### src/rtl/video_timing_gen_if.sv
// Bundle of pixel-advance enable and registered raster timing outputs.
// The timing generator is the master; a video consumer uses the slave side.
interface video_timing_gen_if #(
  parameter int CNT_W   = 10,
  parameter int FRAME_W = 8
) ();
  // pix_en qualifies each clock. The raster advances one pixel only on clocks where
  // pix_en=1. Every output describes the pixel now shown on hpos/vpos.
  logic               pix_en;
  logic [CNT_W-1:0]   hpos;
  logic [CNT_W-1:0]   vpos;
  logic               hsync;
  logic               vsync;
  logic               display_on;
  logic               hblank;
  logic               vblank;
  logic               line_start;
  logic               frame_start;
  logic [FRAME_W-1:0] frame_count;

  modport master (
    input  pix_en,
    output hpos, vpos, hsync, vsync, display_on, hblank, vblank,
           line_start, frame_start, frame_count
  );

  modport slave (
    output pix_en,
    input  hpos, vpos, hsync, vsync, display_on, hblank, vblank,
           line_start, frame_start, frame_count
  );
endinterface

### src/rtl/video_timing_gen.sv
// Raster timing generator: pixel/line counters with sync, blanking and strobes
// registered on the same edge as the position they describe.
module video_timing_gen #(
  parameter int H_DISPLAY = 640,
  parameter int H_FRONT   = 16,
  parameter int H_SYNC    = 96,
  parameter int H_BACK    = 48,
  parameter int V_DISPLAY = 480,
  parameter int V_BOTTOM  = 10,
  parameter int V_SYNC    = 2,
  parameter int V_TOP     = 33,
  parameter int CNT_W     = 10,
  parameter int FRAME_W   = 8,
  parameter bit HS_POL    = 1'b1,
  parameter bit VS_POL    = 1'b1
) (
  input logic                clk,
  input logic                reset,
  video_timing_gen_if.master vt
);
  localparam int     H_TOTAL = H_DISPLAY + H_FRONT + H_SYNC + H_BACK;
  localparam int     V_TOTAL = V_DISPLAY + V_BOTTOM + V_SYNC + V_TOP;
  localparam longint CNT_MAX = (64'sd1 <<< CNT_W) - 64'sd1;

  localparam bit PARAMS_BAD =
    (H_DISPLAY <= 0) || (H_FRONT <= 0) || (H_SYNC <= 0) || (H_BACK <= 0) ||
    (V_DISPLAY <= 0) || (V_BOTTOM <= 0) || (V_SYNC <= 0) || (V_TOP <= 0) ||
    (CNT_W <= 0) || (FRAME_W <= 0) ||
    (longint'(H_TOTAL - 1) > CNT_MAX) || (longint'(V_TOTAL - 1) > CNT_MAX);

  generate
    if (PARAMS_BAD) begin : g_param_check
      $error("video_timing_gen: zero parameter or totals do not fit in CNT_W");
    end
  endgenerate

  localparam logic [CNT_W-1:0] H_LAST   = CNT_W'(H_TOTAL - 1);
  localparam logic [CNT_W-1:0] V_LAST   = CNT_W'(V_TOTAL - 1);
  localparam logic [CNT_W-1:0] H_VIS    = CNT_W'(H_DISPLAY);
  localparam logic [CNT_W-1:0] V_VIS    = CNT_W'(V_DISPLAY);
  localparam logic [CNT_W-1:0] HS_FIRST = CNT_W'(H_DISPLAY + H_FRONT);
  localparam logic [CNT_W-1:0] HS_LAST  = CNT_W'(H_DISPLAY + H_FRONT + H_SYNC - 1);
  localparam logic [CNT_W-1:0] VS_FIRST = CNT_W'(V_DISPLAY + V_BOTTOM);
  localparam logic [CNT_W-1:0] VS_LAST  = CNT_W'(V_DISPLAY + V_BOTTOM + V_SYNC - 1);

  logic             h_wrap;
  logic             v_wrap;
  logic [CNT_W-1:0] h_next;
  logic [CNT_W-1:0] v_next;
  logic             hblank_next;
  logic             vblank_next;
  logic             hs_active;
  logic             vs_active;

  // Flags are decoded from the next position so they land together with it.
  always_comb begin
    h_wrap      = (vt.hpos == H_LAST);
    v_wrap      = (vt.vpos == V_LAST);
    h_next      = h_wrap ? '0 : vt.hpos + CNT_W'(1);
    v_next      = vt.vpos;
    if (h_wrap) begin
      v_next = v_wrap ? '0 : vt.vpos + CNT_W'(1);
    end
    hblank_next = (h_next >= H_VIS);
    vblank_next = (v_next >= V_VIS);
    hs_active   = (h_next >= HS_FIRST) && (h_next <= HS_LAST);
    vs_active   = (v_next >= VS_FIRST) && (v_next <= VS_LAST);
  end

  always_ff @(posedge clk) begin
    if (reset) begin
      vt.hpos        <= H_LAST;
      vt.vpos        <= V_LAST;
      vt.frame_count <= '1;
      vt.hsync       <= ~HS_POL;
      vt.vsync       <= ~VS_POL;
      vt.display_on  <= 1'b0;
      vt.hblank      <= 1'b1;
      vt.vblank      <= 1'b1;
      vt.line_start  <= 1'b0;
      vt.frame_start <= 1'b0;
    end else begin
      vt.line_start  <= 1'b0;
      vt.frame_start <= 1'b0;
      if (vt.pix_en) begin
        vt.hpos        <= h_next;
        vt.vpos        <= v_next;
        vt.hsync       <= hs_active ? HS_POL : ~HS_POL;
        vt.vsync       <= vs_active ? VS_POL : ~VS_POL;
        vt.hblank      <= hblank_next;
        vt.vblank      <= vblank_next;
        vt.display_on  <= !hblank_next && !vblank_next;
        vt.line_start  <= h_wrap;
        vt.frame_start <= h_wrap && v_wrap;
        if (h_wrap && v_wrap) begin
          vt.frame_count <= vt.frame_count + FRAME_W'(1);
        end
      end
    end
  end
endmodule

### src/flat_wrapper.sv
// flat-port wrapper written by rule: the top's interface ports become plain ports
module video_timing_gen_flat 
#(
  parameter int H_DISPLAY = 640,
  parameter int H_FRONT   = 16,
  parameter int H_SYNC    = 96,
  parameter int H_BACK    = 48,
  parameter int V_DISPLAY = 480,
  parameter int V_BOTTOM  = 10,
  parameter int V_SYNC    = 2,
  parameter int V_TOP     = 33,
  parameter int CNT_W     = 10,
  parameter int FRAME_W   = 8,
  parameter bit HS_POL    = 1'b1,
  parameter bit VS_POL    = 1'b1
)
  (clk, reset, vt_pix_en, vt_hpos, vt_vpos, vt_hsync, vt_vsync, vt_display_on, vt_hblank, vt_vblank, vt_line_start, vt_frame_start, vt_frame_count);
  video_timing_gen_if #(.CNT_W(CNT_W), .FRAME_W(FRAME_W)) vt_i ();
  input logic clk;
  input logic reset;
  input wire logic [$bits(vt_i.pix_en)-1:0] vt_pix_en;
  output wire logic [$bits(vt_i.hpos)-1:0] vt_hpos;
  output wire logic [$bits(vt_i.vpos)-1:0] vt_vpos;
  output wire logic [$bits(vt_i.hsync)-1:0] vt_hsync;
  output wire logic [$bits(vt_i.vsync)-1:0] vt_vsync;
  output wire logic [$bits(vt_i.display_on)-1:0] vt_display_on;
  output wire logic [$bits(vt_i.hblank)-1:0] vt_hblank;
  output wire logic [$bits(vt_i.vblank)-1:0] vt_vblank;
  output wire logic [$bits(vt_i.line_start)-1:0] vt_line_start;
  output wire logic [$bits(vt_i.frame_start)-1:0] vt_frame_start;
  output wire logic [$bits(vt_i.frame_count)-1:0] vt_frame_count;
  assign vt_i.pix_en = vt_pix_en;
  assign vt_hpos = vt_i.hpos;
  assign vt_vpos = vt_i.vpos;
  assign vt_hsync = vt_i.hsync;
  assign vt_vsync = vt_i.vsync;
  assign vt_display_on = vt_i.display_on;
  assign vt_hblank = vt_i.hblank;
  assign vt_vblank = vt_i.vblank;
  assign vt_line_start = vt_i.line_start;
  assign vt_frame_start = vt_i.frame_start;
  assign vt_frame_count = vt_i.frame_count;
  video_timing_gen #(.H_DISPLAY(H_DISPLAY), .H_FRONT(H_FRONT), .H_SYNC(H_SYNC), .H_BACK(H_BACK), .V_DISPLAY(V_DISPLAY), .V_BOTTOM(V_BOTTOM), .V_SYNC(V_SYNC), .V_TOP(V_TOP), .CNT_W(CNT_W), .FRAME_W(FRAME_W), .HS_POL(HS_POL), .VS_POL(VS_POL)) u_core (.clk(clk), .reset(reset), .vt(vt_i));
endmodule
### config.mk
export PLATFORM = sky130hd
export DESIGN_NAME = video_timing_gen_flat
export DESIGN_NICKNAME = d
export VERILOG_FILES = /design/src/rtl/video_timing_gen_if.sv /design/src/rtl/video_timing_gen.sv /design/src/flat_wrapper.sv
export SDC_FILE = /design/constraint.sdc
export NUM_CORES = 1
export LEC_CHECK = 0
export ABC_CLOCK_PERIOD_IN_PS = 2900
export CELL_PAD_IN_SITES_DETAIL_PLACEMENT = 0
export CELL_PAD_IN_SITES_GLOBAL_PLACEMENT = 1
export CORE_AREA = 2 2 74 93
export DETAILED_ROUTE_END_ITERATION = 8
export DIE_AREA = 0 0 76 95
export GPL_TIMING_DRIVEN = 0
export HOLD_SLACK_MARGIN = 0.15
export PLACE_DENSITY = 0.79
export SLEW_MARGIN = 20
export SYNTH_ARGS = -nofsm -noshare
export SYNTH_HDL_FRONTEND = slang
export SYNTH_SLANG_ARGS = --single-unit
### constraint.sdc
create_clock -name clk -period 2.9 [get_ports clk]
set_input_delay 0.29 -clock clk [delete_from_list [all_inputs] [get_ports clk]]
set_output_delay 0.29 -clock clk [all_outputs]
set_load 0.02 [all_outputs]
; ---- Word-level counts from Yosys, hierarchy flattened
; Cells that the tools add are included.
[classes]
addsub = 3
order_cmp = 6
eq_ne = 2
n_mux = 5
bitwise_logic = 1
reduce_logical = 8
[ops]
columns = op, n
row1 = 2-to-1 mux 10 bit, 3
row2 = "adder 10 x 1 -> 10 bit, second input constant", 2
row3 = "== test 10 bit, second input constant", 2
row4 = "greater-or-equal comparator 10 bit, second input constant", 2
row5 = "greater-or-equal comparator 10 x 9 -> 1 bit, second input constant", 2
row6 = "<= comparator 10 bit, second input constant", 1
row7 = "<= comparator 10 x 9 -> 1 bit, second input constant", 1
row8 = "adder 8 x 1 -> 8 bit, second input constant", 1
row9 = logical AND 1 bit, 4
row10 = logical NOT 1 bit, 2
row11 = 2-to-1 mux 1 bit, 2
row12 = AND reduction 2 bit, 1
row13 = OR reduction 2 bit, 1
row14 = inverter 1 bit, 1
[word_totals]
register_bits = 35
input_bits = 3
out_inout_bits = 35

; ---- Depth between registers and ports, before layout
; Gate-level depths: netlist of the first run.
[logic_depth]
depth_word = 6
depth_mapped = 8

; ---- Least setup slack after synthesis of the first run
; OpenSTA, ideal clock, no wires.
[synth_timing]
kind = register to register
from = register u_core.vt.vpos[6]
to = register u_core.vt.frame_count[5] in the netlist's numbering
setup_time_ps = 117
arrival_time_ps = 2168
t_required_ps = 2783
slack_ps = 615
path_stages_with_launch = 8
synth_period_minus_slack_ps = 2285
cell_sequence = dfxtp_1 buf_6 or4_4 or4_4 buf_6 nor4_1 xnor2_1 nand2b_1
[synth_between]
elab_chain_cells = 3
[synth_rtl]
columns = element, line
row1 = start: declaration, video_timing_gen_if.sv:23  ; output hpos, vpos, hsync, vsync, display_on, hblank, vblank,
row2 = start signal: assignment, video_timing_gen.sv:87  ; vt.vpos <= v_next;
row3 = == test 10 bit, video_timing_gen.sv:58  ; v_wrap = (vt.vpos == V_LAST);
row4 = logical AND 1 bit, video_timing_gen.sv:95  ; if (h_wrap && v_wrap) begin
row5 = AND reduction 2 bit (no source line), -
row6 = end signal: assignment, video_timing_gen.sv:96  ; vt.frame_count <= vt.frame_count + FRAME_W'(1);
row7 = end: declaration, video_timing_gen_if.sv:24  ; line_start, frame_start, frame_count
; Every way passes these cells.
; A chain may end at the register's enable or synchronous reset.

; ---- Worst setup path in the final report of the first run
[layout_timing]
from = register u_core.vt.hpos[0]
to = register u_core.vt.vpos[9]
[layout_between]
elab_chain_cells = 2
[layout_rtl]
columns = element, line
row1 = start: declaration, video_timing_gen_if.sv:23
row2 = start signal: assignment, video_timing_gen.sv:86  ; vt.hpos <= h_next;
row3 = == test 10 bit, video_timing_gen.sv:57  ; h_wrap = (vt.hpos == H_LAST);
row4 = 2-to-1 mux 10 bit, video_timing_gen.sv:61  ; if (h_wrap) begin
; Every way passes these cells.

==> impl_metrics.prom, run 1 <==
# TYPE chip_impl_metric gauge
chip_impl_metric{name="arrival",unit="ns"} 2.87
chip_impl_metric{name="width_of_the_chip",unit="um"} 76
chip_impl_metric{name="detail_route.vias_per_cell",unit=""} 5.28
chip_impl_metric{name="required_time_at_the_worst_slack_endpoint",unit="ns"} 3.08
chip_impl_info{name="rsz0062_at_grt",value="no"} 1
chip_impl_metric{name="floorplan.initialDensity",unit="%"} 31.7
chip_impl_metric{name="cts_buffer_depth",unit=""} 2
chip_impl_metric{name="maxSlewHeadroom",unit="%"} 37.7
chip_impl_info{name="crit_chain",value="ha_1 > nand4_1 > nor4_2 > o21ai_0 > a211o_1"} 1
chip_impl_metric{name="first_global_vias",unit=""} 1940
chip_impl_metric{name="grt_max_degree",unit=""} 12
chip_impl_metric{name="total_leakage_power",unit="nW"} 0.951
chip_impl_metric{name="length_of_the_first_detailed_routing_pass_in_iterations",unit=""} 4
chip_impl_metric{name="power.density_cell_area",unit="nW/um^2"} 615
chip_impl_metric{name="syn_inst",unit=""} 255
chip_impl_metric{name="post-route-drc-count",unit=""} 0
chip_impl_metric{name="routedLengthMet1",unit="mm"} 2.44
chip_impl_info{name="clk_root_buffer_cell",value="sky130_fd_sc_hd__clkbuf_8"} 1
chip_impl_metric{name="gpl.final_weighted_congestion",unit=""} 0.876
chip_impl_metric{name="fp.dieH",unit="um"} 95
chip_impl_metric{name="cts_post_setup_buffers_inserted",unit=""} 0
chip_impl_info{name="synth_top_flop_cell",value="sky130_fd_sc_hd__dfxtp_1"} 1
chip_impl_metric{name="post_synth_edffs",unit=""} 0
chip_impl_metric{name="period_share",unit="%"} 92.8
chip_impl_metric{name="totalNegativeSetupSlack",unit="ns"} 0
chip_impl_metric{name="drv.max_cap_violation_count",unit=""} 0
chip_impl_metric{name="grt_pass1_wl",unit="mm"} 9.25
chip_impl_metric{name="detailedRoute.firstIterationViolations",unit=""} 113
chip_impl_metric{name="area_occupied_by_multi_input_gates",unit="um^2"} 1220
chip_impl_info{name="cts_tree",value="built"} 1
chip_impl_metric{name="fillers",unit=""} 665
chip_impl_info{name="layout.cells.most_common_list",value="sky130_fd_sc_hd__clkdlybuf4s50_1 (36), sky130_fd_sc_hd__dfxtp_1 (35), sky130_fd_sc_hd__nand2_1 (22), sky130_fd_sc_hd__nor2_1 (18)"} 1
chip_impl_metric{name="grt_overflow_total",unit=""} 0
chip_impl_metric{name="max_clock_freq",unit="GHz"} 0.372
chip_impl_metric{name="wl_met2",unit="mm"} 2.74
chip_impl_metric{name="worst-path-max-fanout",unit=""} 10
chip_impl_metric{name="total_track_usage",unit="%"} 16.0
chip_impl_metric{name="seqCellArea",unit="um^2"} 701
chip_impl_info{name="status",value="complete, no violations"} 1
chip_impl_metric{name="avgRoutedWirePerCell",unit="um"} 14.5
chip_impl_metric{name="yosysWarningCount",unit=""} 0
chip_impl_metric{name="synth_fp_nets",unit=""} 263
chip_impl_info{name="critPathSlowestCell",value="sky130_fd_sc_hd__nor4_2"} 1
chip_impl_metric{name="core_region_area",unit="um^2"} 6400
chip_impl_metric{name="setup-violations-final",unit=""} 0
chip_impl_metric{name="num-nets-final",unit=""} 306
chip_impl_metric{name="drt_wl_total",unit="mm"} 5.59
chip_impl_metric{name="timing.clock.skew",unit="ns"} 0.00603
chip_impl_metric{name="area_growth",unit="%"} 29.9
chip_impl_metric{name="yosysUniqueCellTypes",unit=""} 46
chip_impl_metric{name="reg2reg_setup_slack",unit="ns"} 0.21
chip_impl_info{name="critical_path_class",value="reg2reg"} 1
chip_impl_metric{name="hold_viol_final",unit=""} 0
chip_impl_info{name="final_common_cell",value="sky130_fd_sc_hd__clkdlybuf4s50_1"} 1
chip_impl_metric{name="cts.repair.resized",unit=""} 0
chip_impl_metric{name="numClockSinks",unit=""} 35
chip_impl_info{name="critical-path-top-delay-family",value="simple AND/OR/NAND/NOR gates"} 1
chip_impl_info{name="top_signal_layer_used",value="met4"} 1
chip_impl_metric{name="numCtsBuffers",unit=""} 5
chip_impl_info{name="critical_path.startpoint_type",value="flip-flop"} 1
chip_impl_metric{name="netlist_area",unit="um^2"} 2030
chip_impl_metric{name="vdd.ir_drop.worst",unit="mV"} 0.299
chip_impl_metric{name="period_minus_slack",unit="ns"} 2.69
chip_impl_metric{name="dpl-instance-area",unit="um^2"} 2500
chip_impl_metric{name="dp.final_hpwl",unit="mm"} 4.07
chip_impl_metric{name="drive_above_1_share",unit="%"} 6.02
chip_impl_metric{name="timing_worst_slew_pin_value",unit="ns"} 0.927
chip_impl_metric{name="die_area",unit="um^2"} 7220
chip_impl_metric{name="route.vias.total",unit=""} 2039
chip_impl_info{name="end_kind",value="flip-flop"} 1
chip_impl_metric{name="worst-path-buf-inv",unit=""} 0
chip_impl_metric{name="slew_viol_final",unit=""} 0
chip_impl_metric{name="remaining_number_of_nets_flagged_by_the_antenna_check_after_routing",unit=""} 0
chip_impl_metric{name="synth.avg_cell_area",unit="um^2"} 7.97
chip_impl_metric{name="synth_seq_cells",unit=""} 35
chip_impl_metric{name="placement.io_buffers",unit=""} 36
chip_impl_metric{name="row_count",unit=""} 33
chip_impl_metric{name="ys_seq_area_share",unit="%"} 34.5
chip_impl_metric{name="final_cell_area",unit="um^2"} 2640
chip_impl_metric{name="n_antenna_cell",unit=""} 0
chip_impl_metric{name="met3_length",unit="um"} 259
chip_impl_metric{name="cts_htree_levels",unit=""} 2
chip_impl_metric{name="asyncSetResetFlopFracSynth",unit="%"} 0
chip_impl_metric{name="cpPeakStageDelay",unit="ns"} 0.83
chip_impl_metric{name="postCtsHoldBufs",unit=""} 0
chip_impl_metric{name="antenna_violations_before_repair",unit=""} 0
chip_impl_metric{name="num_io_pins",unit=""} 38
chip_impl_info{name="holdCritPathClass",value="reg2reg"} 1
chip_impl_metric{name="latest_clock_arrival_within_the_worst_skew_pair",unit="ns"} 0.29
chip_impl_metric{name="clk_pin_slew",unit="ns"} 0.07
-- Yosys cell counts (2+ instances only) --
cell                        n  share of area, %
sky130_fd_sc_hd__dfxtp_1   35                34
sky130_fd_sc_hd__nand2_1   22               4.1
sky130_fd_sc_hd__nor2_1    18               3.3
sky130_fd_sc_hd__nor3_1    16               3.9
sky130_fd_sc_hd__clkbuf_1  15               2.8
sky130_fd_sc_hd__nand3_1   13               3.2
sky130_fd_sc_hd__a21oi_1   11               2.7
sky130_fd_sc_hd__nand2b_1  11               3.4
sky130_fd_sc_hd__o21ai_0   11               2.7
sky130_fd_sc_hd__inv_1     10               1.8
sky130_fd_sc_hd__nand4_1   10               3.1
sky130_fd_sc_hd__xnor2_1    8               3.4
sky130_fd_sc_hd__o21bai_1   6               2.2
sky130_fd_sc_hd__a31oi_1    5               1.5
sky130_fd_sc_hd__ha_1       5               3.1
sky130_fd_sc_hd__nor4_1     5               1.5
sky130_fd_sc_hd__a211o_1    4               1.7
sky130_fd_sc_hd__o31ai_1    4               1.5
sky130_fd_sc_hd__xor2_1     4               1.7
sky130_fd_sc_hd__a211oi_1   3               1.1
sky130_fd_sc_hd__and3_1     3              0.92
sky130_fd_sc_hd__and4_1     3               1.3
sky130_fd_sc_hd__nor4b_1    3               1.3
sky130_fd_sc_hd__or3_1      3              0.92
sky130_fd_sc_hd__buf_6      2               1.1
sky130_fd_sc_hd__mux2i_1    2              0.99
sky130_fd_sc_hd__nand4b_1   2              0.86
sky130_fd_sc_hd__nor4_2     2               1.2
sky130_fd_sc_hd__or4_4      2               1.1
-- registers in the layout (all words and copies together), names as in the netlist --
signal	flops
u_core.vt.hpos	10
u_core.vt.vpos	10
u_core.vt.frame_count	8
u_core.vt.display_on	1
u_core.vt.frame_start	1
u_core.vt.hblank	1
u_core.vt.hsync	1
u_core.vt.line_start	1
u_core.vt.vblank	1
u_core.vt.vsync	1
-- through the flow --
stage	cells	worst slack [ns]	util [%]	total power, mW	hold WS (ns)
after floorplan	255	0.615	-	0.929	0.394
after global placement	378	0.243	39.1	1.10	0.456
after detailed placement	378	0.299	39.1	1.10	0.469
after CTS	386	0.262	41.2	1.64	0.484
after global routing	386	0.0350	41.3	1.72	0.522
final	386	0.210	41.3	1.62	0.474
-- worst register-to-register path, cell delays in order (launching register included) --
cell	delay, ns
sky130_fd_sc_hd__dfxtp_1	0.51
sky130_fd_sc_hd__ha_1	0.35
sky130_fd_sc_hd__nand4_1	0.25
sky130_fd_sc_hd__nor4_2	0.83
sky130_fd_sc_hd__o21ai_0	0.29
sky130_fd_sc_hd__a211o_1	0.35
-- layout make-up --
cell class	instances	share of cell area [%]
buffer	18	3.18
inverter	10	1.42
multi-input combinational	192	46.1
clock buffer	6	2.75
clock inverter	2	2.27
tap	87	4.12
timing repair buffer	36	13.6
sequential	35	26.5
-- cell families (layout without fill, tap and decap cells) --
| logic type | after synthesis | in the layout | synth area share (%) |
|---|---|---|---|
| AOI/OAI and AO/OA | 53 | 53 | 17.5 |
| xor gates and xnor gates | 12 | 12 | 5.17 |
| adders and majority gates | 5 | 5 | 3.08 |
| buffers and inverters | 28 | 72 | 5.97 |
| DFF | 35 | 35 | 34.5 |
| muxes | 2 | 2 | 0.985 |
| and+or+nand+nor | 120 | 120 | 32.8 |
-- layer usage --
| layer | track usage [%] | up-vias |
|---|---|---|
| met5 | 0 | - |
| met1 | 18.4 | 957 |
| met2 | 29.0 | 58 |
| li1 | - | 1013 |
| met3 | 2.58 | 11 |
| met4 | 8.18 | 0 |
-- where the power goes --
part | switching, mW | internal [mW]
clock network | 0.183 | 0.344
registers | 0.0480 | 0.527
logic | 0.303 | 0.218
-- final timing paths --
check	start	endpoint	depth (start not counted)
worst max-delay path	u_core.vt.hpos[0]$_SDFFE_PP1P_	u_core.vt.vpos[9]$_SDFFE_PP1P_	5
worst min register to register	u_core.vt.vsync$_SDFFE_PP0P_	u_core.vt.vsync$_SDFFE_PP0P_	2
worst max register to register	u_core.vt.hpos[0]$_SDFFE_PP1P_	u_core.vt.vpos[9]$_SDFFE_PP1P_	5
worst min-delay path	u_core.vt.vsync$_SDFFE_PP0P_	u_core.vt.vsync$_SDFFE_PP0P_	2
(Power assumes the default switching activity.)
==> run 2: changes to the inputs <==
ABC_AREA = 1   (was default)
ABC_CLOCK_PERIOD_IN_PS = 3300   (was 2900)
CORE_AREA = 2 2 76 96   (was 2 2 74 93)
DIE_AREA = 0 0 78 98   (was 0 0 76 95)
PLACE_DENSITY = 0.81   (was 0.79)
clock period = 3.3 ns   (was 2.9 ns; I/O delays follow)
==> impl_metrics.prom, run 2 <==
# TYPE chip_impl_metric gauge
chip_impl_info{name="cts_tree",value="built"} 1
chip_impl_metric{name="timing.hold.worst_path_depth",unit=""} 5
chip_impl_metric{name="grt_overflow_total",unit=""} 0
chip_impl_info{name="ys_top_cells_by_count",value="sky130_fd_sc_hd__nand2_1 (93), sky130_fd_sc_hd__dfxtp_1 (35), sky130_fd_sc_hd__inv_1 (35)"} 1
chip_impl_info{name="worstReg2RegStart",value="u_core.vt.vpos[0]$_SDFFE_PP0P_"} 1
chip_impl_metric{name="asyncSetResetFlopFracSynth",unit="%"} 0
chip_impl_metric{name="slew_viol_final",unit=""} 0
chip_impl_metric{name="detail_route.vias_per_cell",unit=""} 4.74
chip_impl_info{name="rsz0062_at_grt",value="no"} 1
chip_impl_info{name="critical_path_class",value="reg2reg"} 1
chip_impl_metric{name="syn_inst",unit=""} 331
chip_impl_metric{name="synth_top_area_share",unit="%"} 32.5
chip_impl_metric{name="netlist_area",unit="um^2"} 2160
chip_impl_metric{name="n_antenna_cell",unit=""} 0
chip_impl_metric{name="finalHoldWorstSlack",unit="ns"} 0.458
chip_impl_info{name="end_kind",value="flip-flop"} 1
chip_impl_metric{name="cpPeakStageDelay",unit="ns"} 0.38
chip_impl_metric{name="num-nets-final",unit=""} 381
chip_impl_info{name="synth_top_family_by_area",value="simple AND/OR/NAND/NOR gates"} 1
chip_impl_metric{name="clk_pin_slew",unit="ns"} 0.07
chip_impl_metric{name="arrival",unit="ns"} 2.29
chip_impl_info{name="status",value="complete, no violations"} 1
chip_impl_metric{name="numCtsBuffers",unit=""} 5
chip_impl_metric{name="gpl.final_weighted_congestion",unit=""} 0.838
chip_impl_metric{name="cts_buffer_depth",unit=""} 2
chip_impl_metric{name="r2r_cells",unit=""} 9
chip_impl_metric{name="setup-violations-final",unit=""} 0
chip_impl_metric{name="antenna_violations_before_repair",unit=""} 0
chip_impl_info{name="synth_top_flop_cell",value="sky130_fd_sc_hd__dfxtp_1"} 1
chip_impl_metric{name="core_region_area",unit="um^2"} 6810
chip_impl_metric{name="synth_simple_gate_area_share",unit="%"} 37.8
chip_impl_metric{name="detailedRoute.firstIterationViolations",unit=""} 109
chip_impl_info{name="post-synth-top-area-cell",value="sky130_fd_sc_hd__dfxtp_1"} 1
chip_impl_metric{name="total_leakage_power",unit="nW"} 1.23
chip_impl_metric{name="ys_seq_area_share",unit="%"} 32.5
chip_impl_metric{name="placement.io_buffers",unit=""} 35
chip_impl_metric{name="fp.dieH",unit="um"} 98
chip_impl_metric{name="latest_clock_arrival_within_the_worst_skew_pair",unit="ns"} 0.29
chip_impl_metric{name="dp.final_hpwl",unit="mm"} 4.53
chip_impl_metric{name="vdd.ir_drop.worst",unit="mV"} 0.235
chip_impl_info{name="layout.cells.most_common_list",value="sky130_fd_sc_hd__nand2_1 (93), sky130_fd_sc_hd__inv_1 (35), sky130_fd_sc_hd__clkdlybuf4s50_1 (35), sky130_fd_sc_hd__dfxtp_1 (35), sky130_fd_sc_hd__nor2_1 (29)"} 1
chip_impl_metric{name="total_track_usage",unit="%"} 16.2
chip_impl_metric{name="synth-compound-area-share",unit="%"} 15.1
chip_impl_info{name="crit_chain",value="inv_1 > ha_1 > nand2_1 > nor2_1 > nand4_1 > nor3_4 > nand3_1 > o21ai_0 > nand3b_1"} 1
chip_impl_metric{name="synth_fp_nets",unit=""} 339
chip_impl_metric{name="post_layout_nonfiller_instances",unit=""} 464
chip_impl_info{name="critPathSlowestCell",value="sky130_fd_sc_hd__dfxtp_1"} 1
chip_impl_metric{name="period_minus_slack",unit="ns"} 2.13
chip_impl_metric{name="postCtsHoldBufs",unit=""} 0
chip_impl_metric{name="maxSlewHeadroom",unit="%"} 61.2
chip_impl_metric{name="required_time_at_the_worst_slack_endpoint",unit="ns"} 3.46
chip_impl_metric{name="power.density_cell_area",unit="nW/um^2"} 407
chip_impl_metric{name="timing_worst_slew_pin_value",unit="ns"} 0.583
chip_impl_info{name="biggestRegsByFlops",value="u_core.vt.hpos: 10 flops, u_core.vt.vpos: 10 flops, u_core.vt.frame_count: 8 flops"} 1
chip_impl_metric{name="period_share",unit="%"} 64.7
chip_impl_metric{name="drive_above_1_share",unit="%"} 6.95
chip_impl_metric{name="hold_viol_final",unit=""} 0
chip_impl_metric{name="floorplan.initialDensity",unit="%"} 31.7
chip_impl_metric{name="row_count",unit=""} 34
chip_impl_metric{name="grt_pass1_wl",unit="mm"} 9.84
chip_impl_metric{name="synth.avg_cell_area",unit="um^2"} 6.52
chip_impl_info{name="holdCritPathClass",value="in2reg"} 1
chip_impl_info{name="critical_path.startpoint_type",value="flip-flop"} 1
chip_impl_metric{name="totalNegativeSetupSlack",unit="ns"} 0
chip_impl_metric{name="numClockSinks",unit=""} 35
chip_impl_metric{name="first_global_vias",unit=""} 2049
chip_impl_metric{name="post-route-drc-count",unit=""} 0
chip_impl_info{name="yosysMostFrequentCell",value="sky130_fd_sc_hd__nand2_1"} 1
chip_impl_metric{name="drv.max_cap_violation_count",unit=""} 0
chip_impl_info{name="ys_top_cells_by_area",value="sky130_fd_sc_hd__dfxtp_1 (32%), sky130_fd_sc_hd__nand2_1 (16%), sky130_fd_sc_hd__inv_1 (6.1%)"} 1
chip_impl_metric{name="grt_max_degree",unit=""} 12
chip_impl_metric{name="die_area",unit="um^2"} 7640
chip_impl_metric{name="length_of_the_first_detailed_routing_pass_in_iterations",unit=""} 4
chip_impl_info{name="beginning_of_the_worst_hold_path",value="vt_pix_en"} 1
chip_impl_metric{name="worst-path-max-fanout",unit=""} 8
chip_impl_metric{name="width_of_the_chip",unit="um"} 78
chip_impl_metric{name="timing.clock.skew",unit="ns"} 0.00746
chip_impl_metric{name="route.vias.total",unit=""} 2199
chip_impl_metric{name="synth_adder_area_share",unit="%"} 2.90
chip_impl_metric{name="cts_post_setup_buffers_inserted",unit=""} 0
chip_impl_metric{name="placed_cells_incl_taps",unit=""} 456
chip_impl_metric{name="avgRoutedWirePerCell",unit="um"} 13.0
chip_impl_metric{name="cts_htree_levels",unit=""} 2
chip_impl_metric{name="synth_mux_area_share",unit="%"} 0
chip_impl_metric{name="area_growth",unit="%"} 25.4
chip_impl_metric{name="cts.repair.resized",unit=""} 0
chip_impl_metric{name="drt_wl_total",unit="mm"} 6.02
chip_impl_info{name="crit_start",value="u_core.vt.vpos[0]$_SDFFE_PP0P_"} 1
chip_impl_metric{name="yosysWarningCount",unit=""} 0
chip_impl_info{name="final_common_cell",value="sky130_fd_sc_hd__nand2_1"} 1
chip_impl_metric{name="remaining_number_of_nets_flagged_by_the_antenna_check_after_routing",unit=""} 0
chip_impl_metric{name="synth_seq_cells",unit=""} 35
chip_impl_metric{name="num_io_pins",unit=""} 38
chip_impl_metric{name="yosysUniqueCellTypes",unit=""} 30
chip_impl_metric{name="max_clock_freq",unit="GHz"} 0.469
chip_impl_info{name="clk_root_buffer_cell",value="sky130_fd_sc_hd__clkbuf_8"} 1
chip_impl_metric{name="post_synth_edffs",unit=""} 0
chip_impl_metric{name="synthXorXnorAreaFrac",unit="%"} 0.812
==> run 2: changes by cell type after synthesis, moves of 11 or more <==
| cell | delta |
|---|---|
| sky130_fd_sc_hd__inv_1 | +25 |
| sky130_fd_sc_hd__nand2_1 | +71 |
| sky130_fd_sc_hd__nand2b_1 | -11 |
| sky130_fd_sc_hd__nand3_1 | +12 |
| sky130_fd_sc_hd__nor2_1 | +11 |
| sky130_fd_sc_hd__nor3_1 | -11 |
| sky130_fd_sc_hd__o21ai_0 | +13 |
==> run 2: final timing paths <==
path / slack [ns] / to
worst max-delay path: 1.17 / u_core.vt.frame_count[6]$_SDFFE_PP1P_
worst min-delay path: 0.46 / u_core.vt.vpos[1]$_SDFFE_PP0P_
worst max register to register: 1.17 / u_core.vt.frame_count[6]$_SDFFE_PP1P_
worst min register to register: 0.47 / u_core.vt.hsync$_SDFFE_PP0P_
==> run 2: area by class of cell <==
cell class                      count  area, um^2
Tap cell                           90         113
Buffer                             16        90.1
Sequential cell                    35         701
Multi-Input combinational cell    242        1220
Fill cell                         759        4100
Timing Repair Buffer               35         350
Inverter                           38         145
Clock buffer                        6        72.6
Clock inverter                      2        12.5
==> run 2: power breakdown <==
| group | internal (mW) | switching, mW | total, mW |
|---|---|---|---|
| logic | 0.117 | 0.197 | 0.314 |
| registers | 0.447 | 0.0332 | 0.480 |
| clock network | 0.148 | 0.160 | 0.307 |
| total | 0.711 | 0.390 | 1.10 |
==> run 2: worst max-delay path: cells and delay by family (launching register included) <==
kind / cells / cell delay (ns)
AOI/OAI and AO/OA: 1 / 0.19
adders and majority gates: 1 / 0.19
buffers and inverters: 1 / 0.17
DFF: 1 / 0.38
and+or+nand+nor: 6 / 1.06
==> run 2: metal layers <==
layer	vias up	GRT usage (%)	share of wire (%)
met2	43	28.6	49
li1	1164	-	-
met3	14	2.50	3.0
met1	978	19.3	45
met4	0	6.75	2.8
met5	-	0	0
==> run 2: cells by family after synthesis <==
group / Yosys count
buffers and inverters: 54
DFF: 35
xor gates and xnor gates: 2
adders and majority gates: 5
and+or+nand+nor: 176
AOI/OAI and AO/OA: 59
==> run 2: per-stage QoR <==
step	util (%)	area (um^2)	setup slack, ns	power (mW)
5_1_grt	39.7	2710	0.950	1.18
3_5_place_dp	38.5	2620	1.17	0.806
2_1_floorplan	-	2160	1.36	0.702
3_3_place_gp	38.5	2620	1.15	0.804
6_report	39.7	2710	1.17	1.10
4_1_cts	39.7	2710	1.16	1.12
==> run 3: changes to the inputs <==
ABC_CLOCK_PERIOD_IN_PS = 2100   (was 3300)
clock period = 2.1 ns   (was 3.3 ns; I/O delays follow)
==> impl_metrics.prom, run 3 (synthesized netlist as in run 2, its figures left out) <==
# TYPE chip_impl_metric gauge
chip_impl_info{name="status",value="complete, no violations"} 1
chip_impl_metric{name="setup-violations-final",unit=""} 0
chip_impl_metric{name="drt_wl_total",unit="mm"} 6.04
chip_impl_metric{name="dp.final_hpwl",unit="mm"} 4.53
chip_impl_metric{name="placement.io_buffers",unit=""} 35
chip_impl_metric{name="design_power_total",unit="mW"} 1.74
chip_impl_info{name="critPathSlowestCell",value="sky130_fd_sc_hd__dfxtp_4"} 1
chip_impl_metric{name="totalNegativeSetupSlack",unit="ns"} 0
chip_impl_metric{name="length_of_the_first_detailed_routing_pass_in_iterations",unit=""} 4
chip_impl_info{name="cts_tree",value="built"} 1
chip_impl_metric{name="timing.clock.skew",unit="ns"} 0.00815
chip_impl_metric{name="remaining_number_of_nets_flagged_by_the_antenna_check_after_routing",unit=""} 0
chip_impl_info{name="reg_to_reg_end",value="u_core.vt.frame_count[5]$_SDFFE_PP1P_"} 1
chip_impl_metric{name="timing_worst_slew_pin_value",unit="ns"} 0.564
chip_impl_metric{name="floorplan.initialDensity",unit="%"} 31.7
chip_impl_metric{name="period_minus_slack",unit="ns"} 1.90
chip_impl_metric{name="timing.hold.worst_path_depth",unit=""} 5
chip_impl_metric{name="reg2reg_setup_slack",unit="ns"} 0.20
chip_impl_metric{name="post-place-ws",unit="ns"} -0.0306
chip_impl_metric{name="cts_htree_levels",unit=""} 2
chip_impl_metric{name="numCtsBuffers",unit=""} 5
chip_impl_info{name="critical_path_class",value="reg2reg"} 1
chip_impl_metric{name="worst-path-max-fanout",unit=""} 10
chip_impl_metric{name="detailedRoute.firstIterationViolations",unit=""} 120
chip_impl_info{name="end_kind",value="flip-flop"} 1
chip_impl_metric{name="width_of_the_chip",unit="um"} 78
chip_impl_metric{name="drv.max_cap_violation_count",unit=""} 0
chip_impl_info{name="rsz0062_at_grt",value="no"} 1
chip_impl_metric{name="maxSlewHeadroom",unit="%"} 62.4
chip_impl_metric{name="power.density_cell_area",unit="nW/um^2"} 637
chip_impl_metric{name="area_growth",unit="%"} 27.0
chip_impl_info{name="final_common_cell",value="sky130_fd_sc_hd__nand2_1"} 1
chip_impl_metric{name="grt_overflow_total",unit=""} 0
chip_impl_metric{name="total_track_usage",unit="%"} 16.2
chip_impl_metric{name="grt_max_degree",unit=""} 12
chip_impl_metric{name="clk_pin_slew",unit="ns"} 0.07
chip_impl_metric{name="layout_setup_ws",unit="ns"} 0.195
chip_impl_metric{name="avgRoutedWirePerCell",unit="um"} 13.0
chip_impl_metric{name="n_antenna_cell",unit=""} 0
chip_impl_metric{name="num-nets-final",unit=""} 382
chip_impl_metric{name="antenna_violations_before_repair",unit=""} 0
chip_impl_metric{name="detail_route.vias_per_cell",unit=""} 4.74
chip_impl_metric{name="arrival",unit="ns"} 2.06
chip_impl_metric{name="gpl.final_weighted_congestion",unit=""} 0.838
chip_impl_info{name="gr-max-usage-layer",value="met2"} 1
chip_impl_metric{name="hold_viol_final",unit=""} 0
chip_impl_metric{name="total_leakage_power",unit="nW"} 1.23
chip_impl_metric{name="r2r_cells",unit=""} 11
chip_impl_metric{name="period_share",unit="%"} 90.7
chip_impl_info{name="biggestRegsByFlops",value="u_core.vt.hpos: 10 flops, u_core.vt.vpos: 10 flops, u_core.vt.frame_count: 8 flops"} 1
chip_impl_metric{name="final_core_utilization",unit="%"} 40.2
chip_impl_metric{name="drive_above_1_share",unit="%"} 9.07
chip_impl_info{name="layout.cells.most_common_list",value="sky130_fd_sc_hd__nand2_1 (93), sky130_fd_sc_hd__clkdlybuf4s50_1 (35), sky130_fd_sc_hd__inv_1 (34), sky130_fd_sc_hd__dfxtp_1 (31), sky130_fd_sc_hd__nor2_1 (28)"} 1
chip_impl_metric{name="cpPeakStageDelay",unit="ns"} 0.40
chip_impl_metric{name="slew_viol_final",unit=""} 0
chip_impl_metric{name="grt_pass1_wl",unit="mm"} 9.85
chip_impl_metric{name="numClockSinks",unit=""} 35
chip_impl_info{name="holdCritPathClass",value="in2reg"} 1
chip_impl_metric{name="grt_met3_usage",unit="%"} 2.50
chip_impl_metric{name="finalHoldWorstSlack",unit="ns"} 0.328
chip_impl_info{name="critical_path.startpoint_type",value="flip-flop"} 1
chip_impl_metric{name="cts_buffer_depth",unit=""} 2
chip_impl_metric{name="num_io_pins",unit=""} 38
chip_impl_metric{name="vdd.ir_drop.worst",unit="mV"} 0.364
chip_impl_info{name="crit_chain",value="ha_4 > nand2_4 > nor2_8 > inv_4 > nor2_8 > buf_8 > nand4_1 > nor3_2 > inv_2 > o21ai_1 > nand3_1"} 1
chip_impl_metric{name="route.vias.total",unit=""} 2204
chip_impl_metric{name="globalRouteMet2Util",unit="%"} 28.7
chip_impl_metric{name="postCtsHoldBufs",unit=""} 0
chip_impl_info{name="worstReg2RegStart",value="u_core.vt.hpos[1]$_SDFFE_PP1P_"} 1
chip_impl_metric{name="post-route-drc-count",unit=""} 0
chip_impl_metric{name="core_region_area",unit="um^2"} 6810
chip_impl_info{name="clk_root_buffer_cell",value="sky130_fd_sc_hd__clkbuf_8"} 1
chip_impl_info{name="crit_start",value="u_core.vt.hpos[1]$_SDFFE_PP1P_"} 1
chip_impl_info{name="critical-path-top-cell-by-count",value="sky130_fd_sc_hd__nor2_8"} 1
chip_impl_metric{name="row_count",unit=""} 34
chip_impl_metric{name="fp.dieH",unit="um"} 98
chip_impl_metric{name="first_global_vias",unit=""} 2049
chip_impl_metric{name="max_clock_freq",unit="GHz"} 0.525
chip_impl_metric{name="groute.layer.met1.usage",unit="%"} 19.3
chip_impl_metric{name="required_time_at_the_worst_slack_endpoint",unit="ns"} 2.26
chip_impl_metric{name="die_area",unit="um^2"} 7640
chip_impl_info{name="worstSetupEndpoint",value="u_core.vt.frame_count[5]$_SDFFE_PP1P_"} 1
chip_impl_metric{name="latest_clock_arrival_within_the_worst_skew_pair",unit="ns"} 0.29
[run 3: area by class of cell]
| class | instances | area (um^2) |
|---|---|---|
| Multi-Input combinational cell | 242 | 1240 |
| Inverter | 38 | 145 |
| Timing Repair Buffer | 36 | 358 |
| Clock inverter | 2 | 12.5 |
| Tap cell | 90 | 113 |
| Sequential cell | 35 | 708 |
| Clock buffer | 6 | 72.6 |
| Fill cell | 752 | 4070 |
| Buffer | 16 | 93.8 |
[run 3: what timing repair did]
action	CTS	global route
hold endpoints to repair	0	0
pin swaps	1	1
gates resized for setup	0	10
setup endpoints to repair	1	9
setup buffers	1	0
[run 3: worst max-delay path: cells and delay by family (launching register included)]
| kind | cells | cell delay, ns |
|---|---|---|
| AO/OA/AOI/OAI | 1 | 0.12 |
| adder cells (fa/ha/maj) | 1 | 0.16 |
| buffers and inverters | 3 | 0.28 |
| flip-flops | 1 | 0.40 |
| AND/OR/NAND/NOR | 6 | 0.81 |
[run 3: where the power goes]
part	total [mW]	internal, mW	switching, mW
registers	0.757	0.703	0.0542
logic	0.506	0.193	0.313
clock network	0.482	0.232	0.250
total	1.74	1.13	0.617
[run 3: worst min-delay path by stage]
stage                                       from                             end  slack (ns)
floorplan                                  reset  u_core.vt.hpos[9]$_SDFFE_PP1P_        0.54
global placement    u_core.vt.hsync$_SDFFE_PP0P_    u_core.vt.hsync$_SDFFE_PP0P_        0.46
detailed placement  u_core.vt.hsync$_SDFFE_PP0P_    u_core.vt.hsync$_SDFFE_PP0P_        0.46
CTS                                    vt_pix_en  u_core.vt.vpos[1]$_SDFFE_PP0P_        0.32
global route                           vt_pix_en  u_core.vt.vpos[1]$_SDFFE_PP0P_        0.35
finish                                 vt_pix_en  u_core.vt.vpos[1]$_SDFFE_PP0P_        0.33
[run 3: stage by stage]
step,cell area (um^2),cells
2_1_floorplan,2160,331
3_5_place_dp,2620,456
3_3_place_gp,2620,456
5_1_grt,2740,465
4_1_cts,2710,465
6_report,2740,465
[run 3: per-layer routing]
| layer | up-vias | part of all wire, % |
|---|---|---|
| met5 | - | 0 |
| met4 | 0 | 2.4 |
| met3 | 12 | 3.8 |
| met2 | 48 | 50 |
| met1 | 976 | 44 |
| li1 | 1168 | - |
